==> config.mk <==
export PLATFORM = sky130hd
export DESIGN_NAME = fast_core_indirect_reader
export DESIGN_NICKNAME = d
export VERILOG_FILES = /design/src/rtl/fast_core_indirect_pkg.sv /design/src/rtl/fast_core_ri_bypass_sel.sv /design/src/rtl/fast_core_indirect_reader.sv
export SDC_FILE = /design/constraint.sdc
export NUM_CORES = 1
export LEC_CHECK = 0
export BUFFER_PORTS_ARGS = -buffer_cell sky130_fd_sc_hd__buf_2
export CORE_UTILIZATION = 50
export CTS_CLUSTER_SIZE = 30
export DETAILED_ROUTE_END_ITERATION = 8
export HOLD_SLACK_MARGIN = 0.1
export PLACE_DENSITY = 0.9
export RECOVER_POWER = 100
export SETUP_SLACK_MARGIN = 0.2
export SKIP_CTS_REPAIR_TIMING = 1
export SLEW_MARGIN = 20
export SYNTH_ARGS = -nofsm -noshare
export SYNTH_HDL_FRONTEND = slang
export SYNTH_HIERARCHICAL = 1
export SYNTH_SLANG_ARGS = --single-unit
export TNS_END_PERCENT = 10
==> constraint.sdc <==
create_clock -name clk -period 2.5 [get_ports clk]
set_clock_uncertainty 0.15 [all_clocks]
set_input_delay 0.25 -clock clk [delete_from_list [all_inputs] [get_ports clk]]
set_output_delay 0.25 -clock clk [all_outputs]
set_load 0.01 [all_outputs]
==> src/rtl/fast_core_indirect_pkg.sv <==
// Shared definitions for the @R0/@R1 indirect operand reader.
// Holds FSM encoding, address-space constants and the Ri register address helper.
package fast_core_indirect_pkg;

    typedef enum logic [1:0] {
        ST_IDLE  = 2'd0,
        ST_ISSUE = 2'd1,
        ST_WAIT  = 2'd2,
        ST_RESP  = 2'd3
    } state_t;

    localparam logic       IDATA_SPACE = 1'b0;
    localparam logic       XDATA_SPACE = 1'b1;
    localparam logic [7:0] IDATA_PAGE  = 8'h00;
    localparam logic [7:0] ERR_BYTE    = 8'hFF;

    // R0/R1 of bank b live at internal RAM address b*8 + sel.
    function automatic logic [15:0] ri_addr(input logic [1:0] bank, input logic sel);
        return {11'b0, bank, 2'b00, sel};
    endfunction

endpackage

==> src/rtl/fast_core_ri_bypass_sel.sv <==
// Pointer select for @Ri operands: picks R0/R1 and forwards a same-cycle write
// to that register so the pointer never uses a stale value.
module fast_core_ri_bypass_sel
    import fast_core_indirect_pkg::*;
(
    input  logic [1:0]  bank,
    input  logic [7:0]  r0,
    input  logic [7:0]  r1,
    input  logic        sel,
    input  logic        we,
    input  logic [15:0] wr_addr,
    input  logic [7:0]  wr_data,
    output logic [7:0]  ptr
);

    logic hit;

    assign hit = we && (wr_addr == ri_addr(bank, sel));
    assign ptr = hit ? wr_data : (sel ? r1 : r0);

endmodule

==> src/rtl/fast_core_indirect_reader.sv <==
// Resolves @R0/@R1 (and MOVX @Ri) operands: captures the pointer on accept,
// issues one memory read and returns the byte, or 0xFF with rsp_err on timeout.
//
//   state    | meaning
//   ---------+-----------------------------------------------------------
//   ST_IDLE  | req_ready high, waiting for req_valid
//   ST_ISSUE | mem_rd_req strobe high, ack already sampled (zero-wait)
//   ST_WAIT  | waiting for mem_rd_ack, timeout counter running
//   ST_RESP  | rsp_valid held until rsp_ready
module fast_core_indirect_reader
    import fast_core_indirect_pkg::*;
#(
    parameter int TIMEOUT_CYCLES = 16
) (
    input  logic        clk,
    input  logic        reset_n,
    input  logic [1:0]  active_bank_index,
    input  logic [7:0]  R0,
    input  logic [7:0]  R1,
    input  logic [15:0] wr_addr,
    input  logic [7:0]  wr_data,
    input  logic        we,
    input  logic [7:0]  p2_page,
    input  logic        req_valid,
    output logic        req_ready,
    input  logic        req_ri_sel,
    input  logic        req_xdata,
    output logic        mem_rd_req,
    output logic [15:0] mem_rd_addr,
    output logic        mem_rd_xdata,
    input  logic        mem_rd_ack,
    input  logic [7:0]  mem_rd_data,
    output logic        rsp_valid,
    input  logic        rsp_ready,
    output logic [7:0]  rsp_data,
    output logic [15:0] rsp_addr,
    output logic        rsp_err
);

    localparam logic [8:0] CNT_LAST = 9'(TIMEOUT_CYCLES - 1);

    state_t      state;
    logic [8:0]  cnt;
    logic [7:0]  ptr;
    logic [15:0] req_addr;
    logic        accept;

    fast_core_ri_bypass_sel u_ri_sel (
        .bank    (active_bank_index),
        .r0      (R0),
        .r1      (R1),
        .sel     (req_ri_sel),
        .we      (we),
        .wr_addr (wr_addr),
        .wr_data (wr_data),
        .ptr     (ptr)
    );

    assign req_addr = (req_xdata == XDATA_SPACE) ? {p2_page, ptr} : {IDATA_PAGE, ptr};
    assign accept   = (state == ST_IDLE) && req_ready && req_valid;

    always_ff @(posedge clk or negedge reset_n) begin
        if (!reset_n) begin
            state        <= ST_IDLE;
            cnt          <= '0;
            req_ready    <= 1'b0;
            mem_rd_req   <= 1'b0;
            mem_rd_addr  <= '0;
            mem_rd_xdata <= 1'b0;
            rsp_valid    <= 1'b0;
            rsp_data     <= '0;
            rsp_addr     <= '0;
            rsp_err      <= 1'b0;
        end else begin
            mem_rd_req <= 1'b0;
            case (state)
                ST_IDLE: begin
                    req_ready <= 1'b1;
                    if (accept) begin
                        state        <= ST_ISSUE;
                        req_ready    <= 1'b0;
                        mem_rd_req   <= 1'b1;
                        mem_rd_addr  <= req_addr;
                        mem_rd_xdata <= req_xdata;
                        cnt          <= '0;
                    end
                end
                ST_ISSUE: begin
                    if (mem_rd_ack) begin
                        state     <= ST_RESP;
                        rsp_valid <= 1'b1;
                        rsp_data  <= mem_rd_data;
                        rsp_err   <= 1'b0;
                        rsp_addr  <= mem_rd_addr;
                    end else begin
                        state <= ST_WAIT;
                    end
                end
                ST_WAIT: begin
                    // An ack in the final timeout cycle still counts as success.
                    if (mem_rd_ack) begin
                        state     <= ST_RESP;
                        rsp_valid <= 1'b1;
                        rsp_data  <= mem_rd_data;
                        rsp_err   <= 1'b0;
                        rsp_addr  <= mem_rd_addr;
                    end else if (cnt == CNT_LAST) begin
                        state     <= ST_RESP;
                        rsp_valid <= 1'b1;
                        rsp_data  <= ERR_BYTE;
                        rsp_err   <= 1'b1;
                        rsp_addr  <= mem_rd_addr;
                    end else begin
                        cnt <= cnt + 9'd1;
                    end
                end
                ST_RESP: begin
                    if (rsp_ready) begin
                        state     <= ST_IDLE;
                        rsp_valid <= 1'b0;
                        req_ready <= 1'b1;
                    end
                end
                default: begin
                    state     <= ST_IDLE;
                    req_ready <= 1'b0;
                end
            endcase
        end
    end

endmodule

==> flow_metrics.env <==
export IMPL_met3_usage_pct=6.556
export IMPL_avgSynthCellArea_um2=9.769
export IMPL_vias=2917
export IMPL_final_util_pct=66.27
export IMPL_track_usage_pct=25.54
export IMPL_clk_latency_ns=0.31
export IMPL_grt_pass1_wl_um=12970
export IMPL_post_route_period_util_pct=87.78
export IMPL_met2_usage_pct=39.50
export IMPL_grt_setup_unrepaired="no"
export IMPL_relSlewSlack_pct=3.487
export IMPL_grt_remaining_overflow=0
export IMPL_end_kind="flip-flop"
export IMPL_worstReg2RegStart="state[0]"
export IMPL_first_iter_violations=250
export IMPL_die_area_um2=6632
export IMPL_cts_root_buffer="clkbuf_8"
export IMPL_design_core_area_um2=5991
export IMPL_syn_to_final_growth_pct=25.81
export IMPL_antenna_cells=0
export IMPL_crit_path_start_kind="flip-flop"
export IMPL_yosysUniqueCellTypes=47
export IMPL_yosysSeqAreaShare_pct=44.41
export IMPL_gr_usage_met1_pct=34.80
export IMPL_holdCritStartpoint="mem_rd_data[6]"
export IMPL_synth_fp_nets=394
export IMPL_route_antenna_remaining_nets=0
export IMPL_gp_congestion=0.9075
export IMPL_leakage_nw=1.749
export IMPL_synth_edf_count=0
export IMPL_dpl_hpwl_um=5766
export IMPL_placement_cell_area_um2=3765
export IMPL_worst_pin_slew_ns=1.448
export IMPL_synthFlopType="dfrtp_1"
export IMPL_netlist_area_um2=3156
export IMPL_synthTopCellsByArea="dfrtp_1, mux2_2, o21ai_0, nand2_1, o211ai_1"
export IMPL_timing_critical_path_arrival_ns=2.24
export IMPL_power_mw=4.610
export IMPL_cts_sinks=56
export IMPL_worst_hold_path_type="primary input to flip-flop"
export IMPL_clock_fmax_mhz=455.7
export IMPL_setup_violations=0
export IMPL_chipWidth_um=81.44
export IMPL_cp_required_ns=2.55
export IMPL_portBuffers=110
export IMPL_clockBufferDepth=2
export IMPL_wl_um=8383
export IMPL_cts_buffers=5
export IMPL_initial_core_util_pct=52.67
export IMPL_wire_per_inst_um=16.25
export IMPL_cellPowerDensity_nw_per_um2=1161
export IMPL_ys_ff_latch=56
export IMPL_num_rows=28
export IMPL_hold_viol=0
export IMPL_synthArstFlopShare_pct=100.0
export IMPL_ys_warnings_count=6
export IMPL_status="finished clean"
export IMPL_vias_per_cell=5.653
export IMPL_critPathMaxFanout=9
export IMPL_worstSetupStartpoint="state[0]"
export IMPL_tritoncts="yes"
export IMPL_post_route_min_period_ns=2.195
export IMPL_yosysTopAreaCellShare_pct=44.41
export IMPL_busiest_layer="met2"
export IMPL_final_nets=511
export IMPL_drive_gt1_share_pct=26.08
export IMPL_die_y_um=81.44
export IMPL_io_pins=111
export IMPL_vdd_drop_max_uv=690.7
export IMPL_cts_max_level=2
export IMPL_timing_setup_tns_ns=0
export IMPL_yosysTopAreaCell="dfrtp_1"
export IMPL_criticalPathCategory="flip-flop to flip-flop"
export IMPL_slew_violations=0
export IMPL_first_global_vias=2768
export IMPL_drc=0
export IMPL_antenna_found_initial=0
export IMPL_fin_area_um2=3970
export IMPL_path_clk_slew_ns=0.10
export IMPL_dr_pass1_iters=4
export IMPL_grt_start_max_net_pins=33
export IMPL_cap_violations=0
export IMPL_syn_inst=323
-- cell usage after synthesis, types with 3 or more instances --
| cell type | number |
|---|---|
| clkbuf_1 | 11 |
| o22ai_1 | 8 |
| nand3_1 | 4 |
| a21oi_1 | 8 |
| o211ai_1 | 18 |
| nor2_1 | 6 |
| dfrtp_1 | 56 |
| buf_2 | 4 |
| a22o_1 | 3 |
| xor2_1 | 3 |
| inv_1 | 14 |
| mux2_2 | 26 |
| nand3b_1 | 4 |
| o21ai_0 | 38 |
| buf_6 | 5 |
| nor2b_1 | 16 |
| nand2b_1 | 17 |
| ha_1 | 5 |
| nand2_1 | 41 |
-- layer usage --
metal | part of all wire (%) | up-vias
met5 | 0 | -
met4 | 0.73 | 0
met3 | 5.1 | 10
met2 | 52 | 101
met1 | 42 | 1430
li1 | - | 1376
-- report_power, final --
group	total (mW)	leakage, nW	internal [mW]	switching [mW]
combinational	2.31	0.985	1.01	1.30
clock	0.654	0.0645	0.354	0.300
sequential	1.65	0.700	1.30	0.344
-- critical path: stages (launching register included) --
cell	delay, ns
dfrtp_1	0.42
inv_1	0.13
ha_1	0.29
nand3_1	0.15
a22o_1	0.29
or2_0	0.35
a22o_1	0.29
-- final timing paths --
check	end	slack [ns]	cells past startpoint
min reg2reg	rsp_err	0.35	2
max reg2reg	cnt[6]	0.31	6
max	cnt[6]	0.31	6
min	rsp_data[6]	0.06	3
min in group asynchronous	mem_rd_xdata	0.65	2
max in group asynchronous	cnt[1]	0.70	2
-- placed cells by master, fill, tap and decap left out, types with 2 or more instances in the layout --
cell and n:
buf_2 64, dfrtp_1 56, clkbuf_1 46, nand2_1 41, o21ai_0 39, mux2_2 26
o211ai_1 19, nand2b_1 17, nor2b_1 16, dlygate4sd3_1 15, inv_1 14, o22ai_1 8
a21oi_1 8, clkbuf_8 7, nor2_1 6, nand3_1 5, nand3b_1 4, ha_1 4
a22o_1 3, buf_12 3, buf_4 3, xor2_1 3, a31oi_1 2, and3_1 2
nor3_1 2, nand4_1 2, o41ai_1 2, o221ai_1 2, nor4_1 2
-- final cells by class --
cell class                      instances  area, µm²
Inverter                               14      52.55
Multi-Input combinational cell        231       1565
Sequential cell                        56       1401
Timing Repair Buffer                  132      730.7
Clock inverter                          1      30.03
Fill cell                             471       2021
Clock buffer                            7      96.34
Tap cell                               75      93.84
-- logic make-up after synthesis --
family,synth area share [%]
AND/OR/NAND/NOR,18.68
buffers and inverters,5.630
multiplexers,9.278
XOR/XNOR,0.8328
AO/OA/AOI/OAI,19.19
adder cells (fa/ha/maj),1.983
flip-flops,44.41
-- sequential cells by signal, summed over array words and instances (netlist names) --
| register | count |
|---|---|
| cnt | 9 |
| mem_rd_addr | 16 |
| mem_rd_req | 1 |
| mem_rd_xdata | 1 |
| req_ready | 1 |
| rsp_addr | 16 |
| rsp_data | 8 |
| rsp_err | 1 |
| rsp_valid | 1 |
| state | 2 |
-- stage by stage --
stage,setup slack (ns),std cells,hold slack [ns]
floorplan,0.5018,323,-0.1956
global placement,0.3387,493,0.1347
detailed placement,0.1434,493,0.1394
CTS,0.1596,501,-0.2034
global route,0.1371,516,0.07369
finish,0.3054,516,0.05561
(Power assumes the default switching activity.)
